`src/rtl/frame_mapper_gen_if.sv`:
```
// Byte-stream bundle around the frame mapper: client payload in, framed bytes out.
interface frame_mapper_gen_if;
  logic [7:0] pyld_data;
  logic       pyld_data_valid;
  logic       pyld_data_req;
  logic [7:0] frame_data;
  logic       frame_data_valid;
  logic       frame_data_fas;

  // slave: the mapper (consumes payload, produces frame bytes)
  modport slave (
    input  pyld_data, pyld_data_valid,
    output pyld_data_req, frame_data, frame_data_valid, frame_data_fas
  );

  // master: the client/line side driving payload and observing frames
  modport master (
    output pyld_data, pyld_data_valid,
    input  pyld_data_req, frame_data, frame_data_valid, frame_data_fas
  );
endinterface

```
`src/rtl/frame_mapper_gen.sv`:
```
// Parametrised frame mapper: wraps a payload byte stream into ROWS x COLS frames
// carrying FAS0/FAS1, a sequence/overhead byte and a trailing CRC-8.
module frame_mapper_gen #(
  parameter int          ROWS      = 4,
  parameter int          COLS      = 1088,
  parameter logic [7:0]  FAS0      = 8'hF6,
  parameter logic [7:0]  FAS1      = 8'h28,
  parameter logic [7:0]  CRC_POLY  = 8'h07,
  parameter logic [7:0]  IDLE_BYTE = 8'h00,
  localparam int         RW        = (ROWS > 1) ? $clog2(ROWS) : 1,
  localparam int         CW        = $clog2(COLS)
) (
  input  logic                 i_clk,
  input  logic                 i_rst,
  frame_mapper_gen_if.slave    bus,
  input  logic                 i_line_ready,
  input  logic                 i_retrans_req,
  input  logic                 i_arq_en,
  input  logic                 i_fill_en,
  output logic [7:0]           o_crc_val,
  output logic [7:0]           o_frame_seq,
  output logic [RW-1:0]        o_row_cnt,
  output logic [CW-1:0]        o_col_cnt
);

  logic [RW-1:0] r_row;
  logic [CW-1:0] r_col;
  logic [7:0]    r_crc;
  logic [7:0]    r_crc_val;
  logic [7:0]    r_seq;
  logic [7:0]    r_frame_data;
  logic          r_frame_valid;
  logic          r_frame_fas;

  logic       w_en, w_top, w_fas0, w_fas1, w_ovh, w_crc_pos, w_pyld, w_step;
  logic [7:0] w_byte;

  function automatic logic [7:0] crc8_upd(input logic [7:0] c, input logic [7:0] b);
    logic [7:0] r;
    r = c ^ b;
    for (int i = 0; i < 8; i++)
      r = r[7] ? ((r << 1) ^ CRC_POLY) : (r << 1);
    return r;
  endfunction

  // Reset gates the enable so the client never sees a request while in reset.
  assign w_en      = i_line_ready & ~i_retrans_req & ~i_rst;
  assign w_top     = (r_row == '0);
  assign w_fas0    = w_top & (r_col == CW'(0));
  assign w_fas1    = w_top & (r_col == CW'(1));
  assign w_ovh     = w_top & (r_col == CW'(2));
  assign w_crc_pos = (r_row == RW'(ROWS-1)) & (r_col == CW'(COLS-1));
  assign w_pyld    = ~(w_fas0 | w_fas1 | w_ovh | w_crc_pos);
  assign w_step    = w_en & (~w_pyld | bus.pyld_data_valid | i_fill_en);

  assign bus.pyld_data_req = w_en & w_pyld;

  always_comb begin
    w_byte = IDLE_BYTE;
    if (w_fas0)                    w_byte = FAS0;
    else if (w_fas1)               w_byte = FAS1;
    else if (w_ovh)                w_byte = i_arq_en ? r_seq : 8'h00;
    else if (w_crc_pos)            w_byte = r_crc;
    else if (bus.pyld_data_valid)  w_byte = bus.pyld_data;
  end

  always_ff @(posedge i_clk or posedge i_rst) begin
    if (i_rst) begin
      r_row         <= '0;
      r_col         <= '0;
      r_crc         <= '0;
      r_crc_val     <= '0;
      r_seq         <= '0;
      r_frame_data  <= '0;
      r_frame_valid <= 1'b0;
      r_frame_fas   <= 1'b0;
    end else begin
      r_frame_valid <= w_step;
      r_frame_fas   <= w_step & w_fas0;
      if (w_step) begin
        r_frame_data <= w_byte;
        if (w_crc_pos) begin
          r_crc_val <= r_crc;
          r_crc     <= '0;
          r_seq     <= r_seq + 8'd1;
        end else if (w_pyld) begin
          r_crc <= crc8_upd(r_crc, w_byte);
        end
        if (r_col == CW'(COLS-1)) begin
          r_col <= '0;
          r_row <= (r_row == RW'(ROWS-1)) ? '0 : r_row + 1'b1;
        end else begin
          r_col <= r_col + 1'b1;
        end
      end
    end
  end

  assign bus.frame_data       = r_frame_data;
  assign bus.frame_data_valid = r_frame_valid;
  assign bus.frame_data_fas   = r_frame_fas;
  assign o_crc_val            = r_crc_val;
  assign o_frame_seq          = r_seq;
  assign o_row_cnt            = r_row;
  assign o_col_cnt            = r_col;

endmodule

```
`src/flat_wrapper.sv`:
```
// flat-port wrapper written by rule: the top's interface ports become plain ports
module frame_mapper_gen_flat 
#(
  parameter int          ROWS      = 4,
  parameter int          COLS      = 1088,
  parameter logic [7:0]  FAS0      = 8'hF6,
  parameter logic [7:0]  FAS1      = 8'h28,
  parameter logic [7:0]  CRC_POLY  = 8'h07,
  parameter logic [7:0]  IDLE_BYTE = 8'h00,
  localparam int         RW        = (ROWS > 1) ? $clog2(ROWS) : 1,
  localparam int         CW        = $clog2(COLS)
)
  (i_clk, i_rst, i_line_ready, i_retrans_req, i_arq_en, i_fill_en, o_crc_val, o_frame_seq, o_row_cnt, o_col_cnt, bus_pyld_data, bus_pyld_data_valid, bus_pyld_data_req, bus_frame_data, bus_frame_data_valid, bus_frame_data_fas);
  frame_mapper_gen_if bus_i ();
  input  logic i_clk;
  input  logic i_rst;
  input  logic i_line_ready;
  input  logic i_retrans_req;
  input  logic i_arq_en;
  input  logic i_fill_en;
  output logic [7:0] o_crc_val;
  output logic [7:0] o_frame_seq;
  output logic [RW-1:0] o_row_cnt;
  output logic [CW-1:0] o_col_cnt;
  input wire logic [$bits(bus_i.pyld_data)-1:0] bus_pyld_data;
  input wire logic [$bits(bus_i.pyld_data_valid)-1:0] bus_pyld_data_valid;
  output wire logic [$bits(bus_i.pyld_data_req)-1:0] bus_pyld_data_req;
  output wire logic [$bits(bus_i.frame_data)-1:0] bus_frame_data;
  output wire logic [$bits(bus_i.frame_data_valid)-1:0] bus_frame_data_valid;
  output wire logic [$bits(bus_i.frame_data_fas)-1:0] bus_frame_data_fas;
  assign bus_i.pyld_data = bus_pyld_data;
  assign bus_i.pyld_data_valid = bus_pyld_data_valid;
  assign bus_pyld_data_req = bus_i.pyld_data_req;
  assign bus_frame_data = bus_i.frame_data;
  assign bus_frame_data_valid = bus_i.frame_data_valid;
  assign bus_frame_data_fas = bus_i.frame_data_fas;
  frame_mapper_gen #(.ROWS(ROWS), .COLS(COLS), .FAS0(FAS0), .FAS1(FAS1), .CRC_POLY(CRC_POLY), .IDLE_BYTE(IDLE_BYTE)) u_core (.i_clk(i_clk), .i_rst(i_rst), .bus(bus_i), .i_line_ready(i_line_ready), .i_retrans_req(i_retrans_req), .i_arq_en(i_arq_en), .i_fill_en(i_fill_en), .o_crc_val(o_crc_val), .o_frame_seq(o_frame_seq), .o_row_cnt(o_row_cnt), .o_col_cnt(o_col_cnt));
endmodule
```
`config.mk`:
```
export PLATFORM = sky130hd
export DESIGN_NAME = frame_mapper_gen_flat
export DESIGN_NICKNAME = d
export VERILOG_FILES = /design/src/rtl/frame_mapper_gen_if.sv /design/src/rtl/frame_mapper_gen.sv /design/src/flat_wrapper.sv
export SDC_FILE = /design/constraint.sdc
export NUM_CORES = 1
export LEC_CHECK = 0
export ABC_AREA = 1
export CORE_AREA = 2 2 65 129
export CTS_BUF_LIST = sky130_fd_sc_hd__clkbuf_2 sky130_fd_sc_hd__clkbuf_4 sky130_fd_sc_hd__clkbuf_8
export CTS_CLUSTER_SIZE = 30
export DETAILED_ROUTE_END_ITERATION = 12
export DIE_AREA = 0 0 67 131
export PLACE_DENSITY = 0.63
export SYNTH_ARGS = -nofsm -noshare
export SYNTH_HDL_FRONTEND = slang
export SYNTH_SLANG_ARGS = --single-unit
```
`constraint.sdc`:
```
create_clock -name i_clk -period 3 [get_ports i_clk]
set_clock_uncertainty 0.15 [all_clocks]
set_input_delay 0.45 -clock i_clk [delete_from_list [all_inputs] [get_ports i_clk]]
set_output_delay 0.45 -clock i_clk [all_outputs]
set_load 0.03 [all_outputs]
```
Yosys cells after proc, flatten, opt, wreduce, memory -nomap -nowiden --
Index checks and enable logic that the tools add are counted.
Word-level totals: register bits 47, input bits 15, output and inout bits 40, logic and storage cells 65
Cells by class: add/sub/neg operators 3, equal/unequal tests 5, multiplexer cells 18, bitwise gates (word level) 26, reductions and logical operators 5
Operators by type and width (count):
- two-way mux 8 bit | 8
- two-way mux 3 bit | 8
- NOT 3 bit | 8
- adder 11 x 1 -> 11 bit, second input constant | 1
- == test 11 x 1 -> 1 bit, second input constant | 1
- == test 11 bit, second input constant | 1
- == test 11 x 2 -> 1 bit, second input constant | 1
- zero test 11 bit | 1
- two-way mux 11 bit | 1
- AND 1 bit | 9
- adder 8 x 1 -> 8 bit, second input constant | 1
- bitwise XOR 8 bit | 1
- AND reduction 2 bit | 3
- OR 1 bit | 5
- NOT 1 bit | 3
- adder 2 x 1 -> 2 bit, second input constant | 1
- == test 2 bit, second input constant | 1
- zero test 2 bit | 1
- two-way mux 2 bit | 1
- inequality test 2 x 1 -> 1 bit, second input constant | 1

Longest topological paths before layout --
Gate-level depths: netlist (run 1).
depth in word-level cells 25, gate-level depth with buffers 18, mapped depth without buffers 18

Worst setup path after synthesis (run 1) --
OpenSTA, ideal clock, no wires.
path kind register -> output, start point reg u_core.r_row[0] (netlist: u_core.o_row_cnt[0]), end point out bus_pyld_data_req, arrival time 2334 ps, slack 66 ps, cell stages (with the launch flop) 10, path buffers 0, cells stage by stage dfrtp_1 > inv_1 > ha_1 > nand3_2 > nor2_1 > o21ai_2 > nand2_2 > nor2_2 > inv_1 > nor4_1
On the way: longest elaborated chain between the ends 7, elaborated cells on any way between the ends 11
RTL lines:
- start: declaration | RTL line frame_mapper_gen.sv:26 | logic [RW-1:0] r_row;
- start signal: assignment | RTL line frame_mapper_gen.sv:91 | r_row <= (r_row == RW'(ROWS-1)) ? '0 : r_row + 1'b1;
- zero test 2 bit | RTL line frame_mapper_gen.sv:48 | assign w_top = (r_row == '0);
- AND 1 bit, on equally long branches | RTL line frame_mapper_gen.sv:49, frame_mapper_gen.sv:50
- OR 1 bit (2 in series) | RTL line frame_mapper_gen.sv:53 | assign w_pyld = ~(w_fas0 | w_fas1 | w_ovh | w_crc_pos);
- OR 1 bit (*) | RTL line frame_mapper_gen.sv:53
- NOT 1 bit (*) | RTL line frame_mapper_gen.sv:53
- AND 1 bit (*) | RTL line frame_mapper_gen.sv:56 | assign bus.pyld_data_req = w_en & w_pyld;
- end: declaration | RTL line flat_wrapper.sv:27 | output wire logic [$bits(bus_i.pyld_data_req)-1:0] bus_pyld_data_req;
Mark *: on every way between the ends. The rest lies on a longest branch, timed or not.

Worst setup path in the final report (run 1) --
start point reg u_core.r_col[0] (netlist: u_core.o_col_cnt[0]), end point reg u_core.r_seq[7] (netlist: u_core.o_frame_seq[7])
On the way: longest elaborated chain between the ends 9, elaborated cells on any way between the ends 15
RTL lines:
- start: declaration | RTL line frame_mapper_gen.sv:27 | logic [CW-1:0] r_col;
- start signal: assignment | RTL line frame_mapper_gen.sv:93 | r_col <= r_col + 1'b1;
- == test 11 x 1 -> 1 bit / zero test 11 bit (equally long branches) | RTL line frame_mapper_gen.sv:50, frame_mapper_gen.sv:49
- AND 1 bit, on equally long branches | RTL line frame_mapper_gen.sv:50, frame_mapper_gen.sv:49
- OR 1 bit (3 in series) | RTL line frame_mapper_gen.sv:53
- OR 1 bit (2 in series) | RTL line frame_mapper_gen.sv:54 | assign w_step = w_en & (~w_pyld | bus.pyld_data_valid | i_fill_en);
- AND 1 bit | RTL line frame_mapper_gen.sv:54
- AND reduction 2 bit (no line) (*)
- end signal: assignment | RTL line frame_mapper_gen.sv:85 | r_seq <= r_seq + 8'd1;
- end: declaration | RTL line frame_mapper_gen.sv:30 | logic [7:0] r_seq;
Marked as above. A chain may end at the register's enable or synchronous reset.

==> impl_metrics.csv, run 1 <==
group,metric,value,unit
drt,wire_per_inst,13.5,µm
logic_synthesis,xor_xnor_share_of_the_synthesized_area,3.74,%
worst_setup_path,r2r_cells,11,
drt,total_via_count_in_the_routed_design,2799,
layout,post_route_cells_drive_above_1_share,11.8,%
clock_network,cts_buffers,5,
global_route,global_route_wire_length_before_repair,12900,µm
drt,highest_layer,"met4",
logic_synthesis,synth_adder_area_share,2.88,%
logic_synthesis,synthesis.yosys.warnings,0,
worst_setup_path,worst_path_largest_cell_delay,440,ps
sta,clock.fmax,366,MHz
sta,fin_crit_sh,91.1,%
die,core_area,0.00783,mm²
drt,vias_per_cell,4.98,
drt,wirelength_met1,3500,µm
power_and_ir_drop,power,2300,µW
sta,max_slew.worst_pin.slew,662,ps
drt,detail_route.iter0.violations,170,
clock_network,ctsHtreeMaxLevel,2,
layout,fillCellCount,831,
sta,setup_repair_after_global_routing_missed_its_margin,"no",
clock_network,max-clock-path-buffers,2,
drt,detail-route-antenna-nets,0,
logic_synthesis,post_synth_mux_area_share,1.11,%
layout,area_growth,24.8,%
drt,remaining_drc_errors,0,
sta,timing.final.crit_period,2730,ps
worst_setup_path,buffer_and_inverter_count_on_the_worst_path,2,
die,die_width,67,µm
placement,io_buffer_count,54,
worst_hold_path,min_delay_worst_endpoint,"u_core.bus.frame_data[0]$_DFFE_PP0P_",
logic_synthesis,synth_compound_area_share,7.28,%
layout,antennaDiodeCount,0,
worst_setup_path,rr_endpoint,"u_core.o_frame_seq[7]$_DFFE_PP0P_",
die,floorplan.rows,46,
logic_synthesis,synth_top_family_by_area,"simple AND/OR/NAND/NOR gates",
worst_setup_path,required,3050,ps
logic_synthesis,synth_seq_cells,47,
drt,drt_first_pass_iters,4,
worst_setup_path,r2r_setup_slack,270,ps
worst_setup_path,timing.critical_path.from_type,"flip-flop",
worst_setup_path,critical_path_arrival,2780,ps
drt,met3_length,390,µm
power_and_ir_drop,power_density,605,mW/mm²
worst_setup_path,timing.critical_path.to_type,"flip-flop",
die,io_pins,55,
logic_synthesis,synth.net_count,427,
worst_hold_path,worst_hold_path_type,"reg2reg",
sta,timing.final.setup_violations,0,
layout,design.final.nets,487,
clock_network,post_cts_buffers,0,
worst_setup_path,worstPathMaxFanout,19,
clock_network,cts_sink_count,47,
drt,routed_wirelength,7610,µm
die,die_h,131,µm
worst_setup_path,crit_path_top_delay_cell,"sky130_fd_sc_hd__dfrtp_1",
sta,final-max-slew-violation-count,0,
placement,dp_hpwl,5900,µm
global_route,globalRouteTotalUtil,19.3,%
worst_hold_path,min_from,"u_core.bus.frame_data[0]$_DFFE_PP0P_",
worst_setup_path,critPathTopFamily,"simple AND/OR/NAND/NOR gates",
sta,fin_tns_setup,0,ps
worst_setup_path,regToRegStartpoint,"u_core.o_col_cnt[0]$_DFFE_PP0P_",
global_route,grt_overflow_total,0,
global_route,first_global_vias,2641,
worst_setup_path,worst_setup_path_startpoint,"u_core.o_col_cnt[0]$_DFFE_PP0P_",
logic_synthesis,synthDistinctLibCells,35,
logic_synthesis,syn_area_cell,7.51,µm²
worst_setup_path,worstPathCellList,"ha_1 -> nand3_1 -> nor2_4 -> nand3_2 -> clkinv_1 -> nor2_2 -> nand2_2 -> nand2_2 -> clkinv_2 -> nand4_4 -> mux2_2",
logic_synthesis,synth_cells,405,
clock_network,ctsRootBufferMaster,"sky130_fd_sc_hd__clkbuf_8",
clock_network,clk_pin_slew,90,ps
clock_network,clkLatencyLatePin,310,ps
clock_network,post_cts_resize_count,0,
global_route,grt_start_max_net_pins,48,
global_route,number_of_antenna_violations_at_the_first_check_in_global_routing,0,
sta,hold_viol_final,0,
logic_synthesis,synthesis.area,0.00304,mm²
clock_network,cts_hold_repair.buffers,0,
worst_setup_path,timing.critical_path.depth,11,
sta,fin_worst_hold_slack,343,ps
outcome,outcome,"completed",
power_and_ir_drop,power.leakage,0.00184,µW
logic_synthesis,synthSimpleGateAreaFrac,38.2,%
logic_synthesis,synth.yosys.seq_area_share,38.7,%
die,fp.dieArea,0.00878,mm²
die,initial_core_util,38.8,%
worst_setup_path,critical_path_class,"reg2reg",
clock_network,tritoncts,"done",
drt,met2WireLength,3620,µm
power_and_ir_drop,vdd.ir_drop.worst,0.357,mV
worst_setup_path,crit_top_cell,"sky130_fd_sc_hd__nand2_2",
run,drv.max_cap_violation_count,0,
worst_hold_path,min_delay_path_depth,2,
sta,timing.slew.headroom,55.4,%
placement,gp_routability_congestion,0.856,
flip-flops by register name, summed over array words and instances (netlist names):
name                         cells
u_core.r_crc                     8
u_core.o_row_cnt                 2
u_core.bus.frame_data_fas        1
u_core.bus.frame_data_valid      1
u_core.o_col_cnt                11
u_core.o_frame_seq               8
u_core.bus.frame_data            8
u_core.o_crc_val                 8
cell usage after synthesis:
cell                       count  area share, %
sky130_fd_sc_hd__clkinv_1      1           0.12
sky130_fd_sc_hd__clkinv_2      1           0.16
sky130_fd_sc_hd__nand3_1      55            9.1
sky130_fd_sc_hd__nor3_1        6           0.99
sky130_fd_sc_hd__nand2_2      11            2.3
sky130_fd_sc_hd__nand3_2       3           0.99
sky130_fd_sc_hd__xnor2_1       4            1.2
sky130_fd_sc_hd__buf_2         3           0.49
sky130_fd_sc_hd__o21ai_2       1           0.29
sky130_fd_sc_hd__inv_1        44            5.4
sky130_fd_sc_hd__a31oi_1       6            1.2
sky130_fd_sc_hd__a21oi_1       3           0.49
sky130_fd_sc_hd__nand2_1     124             15
sky130_fd_sc_hd__inv_2         1           0.12
sky130_fd_sc_hd__nand3_4       1           0.58
sky130_fd_sc_hd__buf_6         4            1.5
sky130_fd_sc_hd__ha_1          7            2.9
sky130_fd_sc_hd__xor2_1        9            2.6
sky130_fd_sc_hd__nand2_4       1           0.37
sky130_fd_sc_hd__nor3_2        1           0.33
sky130_fd_sc_hd__nand4_1       6            1.2
sky130_fd_sc_hd__nand3b_1      2           0.49
sky130_fd_sc_hd__o211a_1       1           0.33
sky130_fd_sc_hd__o21ai_1       7            1.2
sky130_fd_sc_hd__dfrtp_1      47             39
sky130_fd_sc_hd__nor4_1        3           0.62
sky130_fd_sc_hd__nor2_2        6            1.2
sky130_fd_sc_hd__mux2_2        3            1.1
sky130_fd_sc_hd__clkbuf_1      2           0.25
sky130_fd_sc_hd__nor2_4        6            2.2
sky130_fd_sc_hd__nor2_1       15            1.9
sky130_fd_sc_hd__nand4_4       1           0.70
sky130_fd_sc_hd__o211ai_2      1           0.41
sky130_fd_sc_hd__o21ai_0      16            2.6
sky130_fd_sc_hd__o211ai_1      3           0.74
how the worst max path moves through the flow:
stage / endpoint / slack [ps]
6_report: u_core.o_frame_seq[7]$_DFFE_PP0P_ / 270
5_1_grt: u_core.o_frame_seq[7]$_DFFE_PP0P_ / 20
3_3_place_gp: u_core.o_frame_seq[7]$_DFFE_PP0P_ / 390
2_1_floorplan: bus_pyld_data_req / 70
3_5_place_dp: u_core.o_frame_seq[7]$_DFFE_PP0P_ / 270
4_1_cts: u_core.o_frame_seq[7]$_DFFE_PP0P_ / 260
layer usage:
| layer | vias up | GRT usage, % |
|---|---|---|
| met5 | - | 0 |
| met4 | 0 | 5.76 |
| met3 | 7 | 3.17 |
| met2 | 77 | 31.6 |
| met1 | 1281 | 25.9 |
| li1 | 1434 | - |
area by class of cell:
class	instances	area, µm²	share of cell area [%]
Tap cell	96	120	3.17
Sequential cell	47	1180	31.0
Clock buffer	8	104	2.74
Timing Repair Buffer	62	598	15.8
Multi-Input combinational cell	302	1620	42.7
Inverter	47	178	4.68
cells by family after synthesis:
family                     Yosys count
and+or+nand+nor                    241
muxes                                3
AOI/OAI and AO/OA                   38
DFF                                 47
xor gates and xnor gates            13
adders and majority gates            7
buffers and inverters               56
power breakdown:
part	internal [µW]	switching [µW]
Clock	220	212
Combinational	345	621
Sequential	748	151
Total	1310	983
worst register-to-register path: cells and delay by family (launching register included):
kind	cells	cell delay [ps]
simple gates	7	1030
buf+inv	2	360
flops	1	440
fa+ha+maj	1	260
mux	1	370
placed cells by master (no fill, tap or decap), types with 2 or more instances in the layout:
| cell | Yosys | layout |
|---|---|---|
| sky130_fd_sc_hd__a21oi_1 | 3 | 3 |
| sky130_fd_sc_hd__nor2_2 | 6 | 6 |
| sky130_fd_sc_hd__nand2_1 | 124 | 124 |
| sky130_fd_sc_hd__dfrtp_1 | 47 | 47 |
| sky130_fd_sc_hd__nand4_1 | 6 | 6 |
| sky130_fd_sc_hd__clkbuf_8 | 0 | 7 |
| sky130_fd_sc_hd__o21ai_0 | 16 | 16 |
| sky130_fd_sc_hd__mux2_2 | 3 | 3 |
| sky130_fd_sc_hd__a31oi_1 | 6 | 6 |
| sky130_fd_sc_hd__buf_4 | 0 | 9 |
| sky130_fd_sc_hd__nor2_4 | 6 | 6 |
| sky130_fd_sc_hd__ha_1 | 7 | 7 |
| sky130_fd_sc_hd__o211ai_1 | 3 | 3 |
| sky130_fd_sc_hd__xor2_1 | 9 | 9 |
| sky130_fd_sc_hd__inv_2 | 1 | 2 |
| sky130_fd_sc_hd__nor3_1 | 6 | 6 |
| sky130_fd_sc_hd__nand3b_1 | 2 | 2 |
| sky130_fd_sc_hd__o21ai_1 | 7 | 7 |
| sky130_fd_sc_hd__nor4_1 | 3 | 3 |
| sky130_fd_sc_hd__nor2_1 | 15 | 15 |
| sky130_fd_sc_hd__nand3_2 | 3 | 3 |
| sky130_fd_sc_hd__clkdlybuf4s50_1 | 0 | 53 |
| sky130_fd_sc_hd__xnor2_1 | 4 | 4 |
| sky130_fd_sc_hd__inv_1 | 44 | 43 |
| sky130_fd_sc_hd__nand2_2 | 11 | 11 |
| sky130_fd_sc_hd__nand3_1 | 55 | 55 |
stage by stage:
step	cells	setup WS, ps	utilization (%)	cell area, µm²
global route	562	17.7	48.5	3790
CTS	562	263	48.5	3790
finish	562	266	48.5	3790
floorplan	405	66.4	-	3040
global placement	554	389	47.2	3690
detailed placement	554	268	47.2	3690
(Power assumes the default switching activity.)
==> inputs of run 2 (changes only) <==
Settings changed: CORE_AREA 2 2 65 129 to 4 4 67 131, DIE_AREA 0 0 67 131 to 0 0 71 135.
==> run 2 against run 1 <==
  * Sequential cell count stayed put
  * Non-clock buffer count is 2 lower
  * Die area is 9.2% higher
  * Setup slack better by 6.3 ps
  * Critical path type unchanged
  * Largest cell class unchanged
  * Highest routed layer unchanged
==> impl_metrics.csv, run 2 (synthesized netlist as in run 1, its figures left out) <==
group,metric,value,unit
worst_setup_path,worst_path_largest_cell_delay,440,ps
die,die_width,71,µm
sta,final-max-slew-violation-count,0,
clock_network,max-clock-path-buffers,2,
worst_hold_path,min_delay_worst_endpoint,"u_core.bus.frame_data[3]$_DFFE_PP0P_",
power_and_ir_drop,power_density,606,mW/mm²
worst_setup_path,worstPathCellList,"ha_1 -> nand3_1 -> nor2_4 -> nand3_2 -> clkinv_1 -> nor2_2 -> nand2_2 -> nand2_2 -> clkinv_2 -> nand4_4 -> mux2_2",
placement,io_buffer_count,54,
clock_network,clkLatencyLatePin,310,ps
worst_setup_path,rr_endpoint,"u_core.o_frame_seq[6]$_DFFE_PP0P_",
layout,post_route_cells_drive_above_1_share,11.4,%
drt,wire_per_inst,13.3,µm
power_and_ir_drop,power.leakage,0.00183,µW
placement,gp_routability_congestion,0.854,
drt,detail_route.iter0.violations,176,
worst_setup_path,worstPathMaxFanout,19,
drt,total_via_count_in_the_routed_design,2774,
worst_hold_path,worst_hold_path_type,"reg2reg",
drt,vias_per_cell,4.95,
placement,placedCellCount,552,
worst_setup_path,required,3050,ps
drt,routed_wirelength,7470,µm
sta,hold_viol_final,0,
clock_network,clk_pin_slew,90,ps
sta,timing.slew.headroom,53.8,%
power_and_ir_drop,vdd.ir_drop.worst,0.251,mV
clock_network,cts_sink_count,47,
outcome,outcome,"completed",
layout,layout.cells.most_common,"sky130_fd_sc_hd__nand2_1",
sta,setup_repair_after_global_routing_missed_its_margin,"no",
worst_setup_path,regToRegStartpoint,"u_core.o_col_cnt[0]$_DFFE_PP0P_",
sta,clock.fmax,367,MHz
worst_setup_path,critical_path_arrival,2780,ps
drt,remaining_drc_errors,0,
sta,timing.final.setup_violations,0,
sta,fin_crit_sh,90.9,%
layout,fillCellCount,805,
worst_setup_path,timing.critical_path.to_type,"flip-flop",
die,die_h,135,µm
worst_setup_path,timing.critical_path.from_type,"flip-flop",
global_route,grt_overflow_total,0,
placement,dp_hpwl,5760,µm
drt,drt_first_pass_iters,4,
global_route,global_route_wire_length_before_repair,13100,µm
clock_network,tritoncts,"done",
sta,max_slew.worst_pin.slew,687,ps
layout,antennaDiodeCount,0,
clock_network,cts_hold_repair.buffers,0,
global_route,first_global_vias,2753,
run,drv.max_cap_violation_count,0,
layout,design.final.nets,485,
worst_hold_path,min_from,"u_core.bus.frame_data[3]$_DFFE_PP0P_",
clock_network,ctsRootBufferMaster,"sky130_fd_sc_hd__clkbuf_8",
die,floorplan.rows,46,
die,core_area,0.00783,mm²
global_route,number_of_antenna_violations_at_the_first_check_in_global_routing,0,
clock_network,post_cts_resize_count,0,
worst_hold_path,min_delay_path_depth,2,
worst_setup_path,r2r_cells,11,
worst_setup_path,critical_path_class,"reg2reg",
sta,fin_tns_setup,0,ps
layout,largest_register_ffs,11,
clock_network,ctsHtreeMaxLevel,2,
worst_setup_path,crit_top_cell,"sky130_fd_sc_hd__nand2_2",
clock_network,post_cts_buffers,0,
clock_network,cts_buffers,5,
layout,area_growth,24.3,%
worst_setup_path,r2r_setup_slack,270,ps
drt,detail-route-antenna-nets,0,
layout,finish.cell_count_without_fillers,560,
die,initial_core_util,38.8,%
die,io_pins,55,
die,fp.dieArea,0.00959,mm²
global_route,grt_start_max_net_pins,48,
global_route,globalRouteTotalUtil,17.1,%
layout,commonest_cells_after_routing_fill_and_taps_aside,"sky130_fd_sc_hd__nand2_1 (124), sky130_fd_sc_hd__nand3_1 (55), sky130_fd_sc_hd__clkdlybuf4s50_1 (53)",
sta,timing.final.crit_period,2730,ps
worst_setup_path,crit_path_top_delay_cell,"sky130_fd_sc_hd__dfrtp_1",
==> run 2: cell count changes in the layout (fill, tap and decap cells not counted) <==
cell / before / now
sky130_fd_sc_hd__buf_4: 9 / 7
==> run 2: worst max-delay path, delay by kind of cell, from the launching register on <==
kind	cells	cell delay [ps]
and+or+nand+nor	7	1020
muxes	1	370
adders and majority gates	1	260
DFF	1	440
buffers and inverters	2	380
==> run 2: through the flow <==
stage / utilization [%] / total power (µW) / hold WS, ps / worst slack [ps] / cell area, µm²
after CTS: 48.3 / 2310 / 347 / 246 / 3780
after global routing: 48.3 / 2480 / 382 / 71.9 / 3780
after floorplan: - / 1550 / 343 / 66.4 / 3040
after detailed placement: 47.0 / 1870 / 326 / 269 / 3680
final: 48.3 / 2290 / 338 / 272 / 3780
after global placement: 47.0 / 1860 / 334 / 394 / 3680
==> run 2: how the worst max path moves through the flow <==
stage | start | to
final | u_core.o_col_cnt[0]$_DFFE_PP0P_ | u_core.o_frame_seq[6]$_DFFE_PP0P_
after global placement | u_core.o_col_cnt[0]$_DFFE_PP0P_ | u_core.o_frame_seq[7]$_DFFE_PP0P_
after floorplan | u_core.o_row_cnt[0]$_DFFE_PP0P_ | bus_pyld_data_req
after global routing | u_core.o_col_cnt[0]$_DFFE_PP0P_ | u_core.o_frame_seq[6]$_DFFE_PP0P_
after detailed placement | u_core.o_col_cnt[0]$_DFFE_PP0P_ | u_core.o_frame_seq[6]$_DFFE_PP0P_
after CTS | u_core.o_col_cnt[0]$_DFFE_PP0P_ | u_core.o_frame_seq[6]$_DFFE_PP0P_
==> run 2: layer usage <==
metal  global-route usage (%)  vias to the layer above  wire length (µm)
met5                        0                        -                 0
met4                     6.28                        0               170
li1                         -                     1430                 -
met3                     3.35                       14               358
met2                     29.1                       81              3660
met1                     21.1                     1249              3290
==> run 2: cell type report <==
type / instances / area, µm² / area share (%)
Clock buffer: 8 / 104 / 2.75
Inverter: 47 / 178 / 4.70
Multi-Input combinational cell: 302 / 1620 / 42.8
Sequential cell: 47 / 1180 / 31.1
Tap cell: 96 / 120 / 3.18
Timing Repair Buffer: 60 / 583 / 15.4
==> run 2: where the power goes <==
group	switching, µW	internal (µW)	total (µW)
Sequential	149	748	898
Clock	217	220	437
Combinational	610	345	955
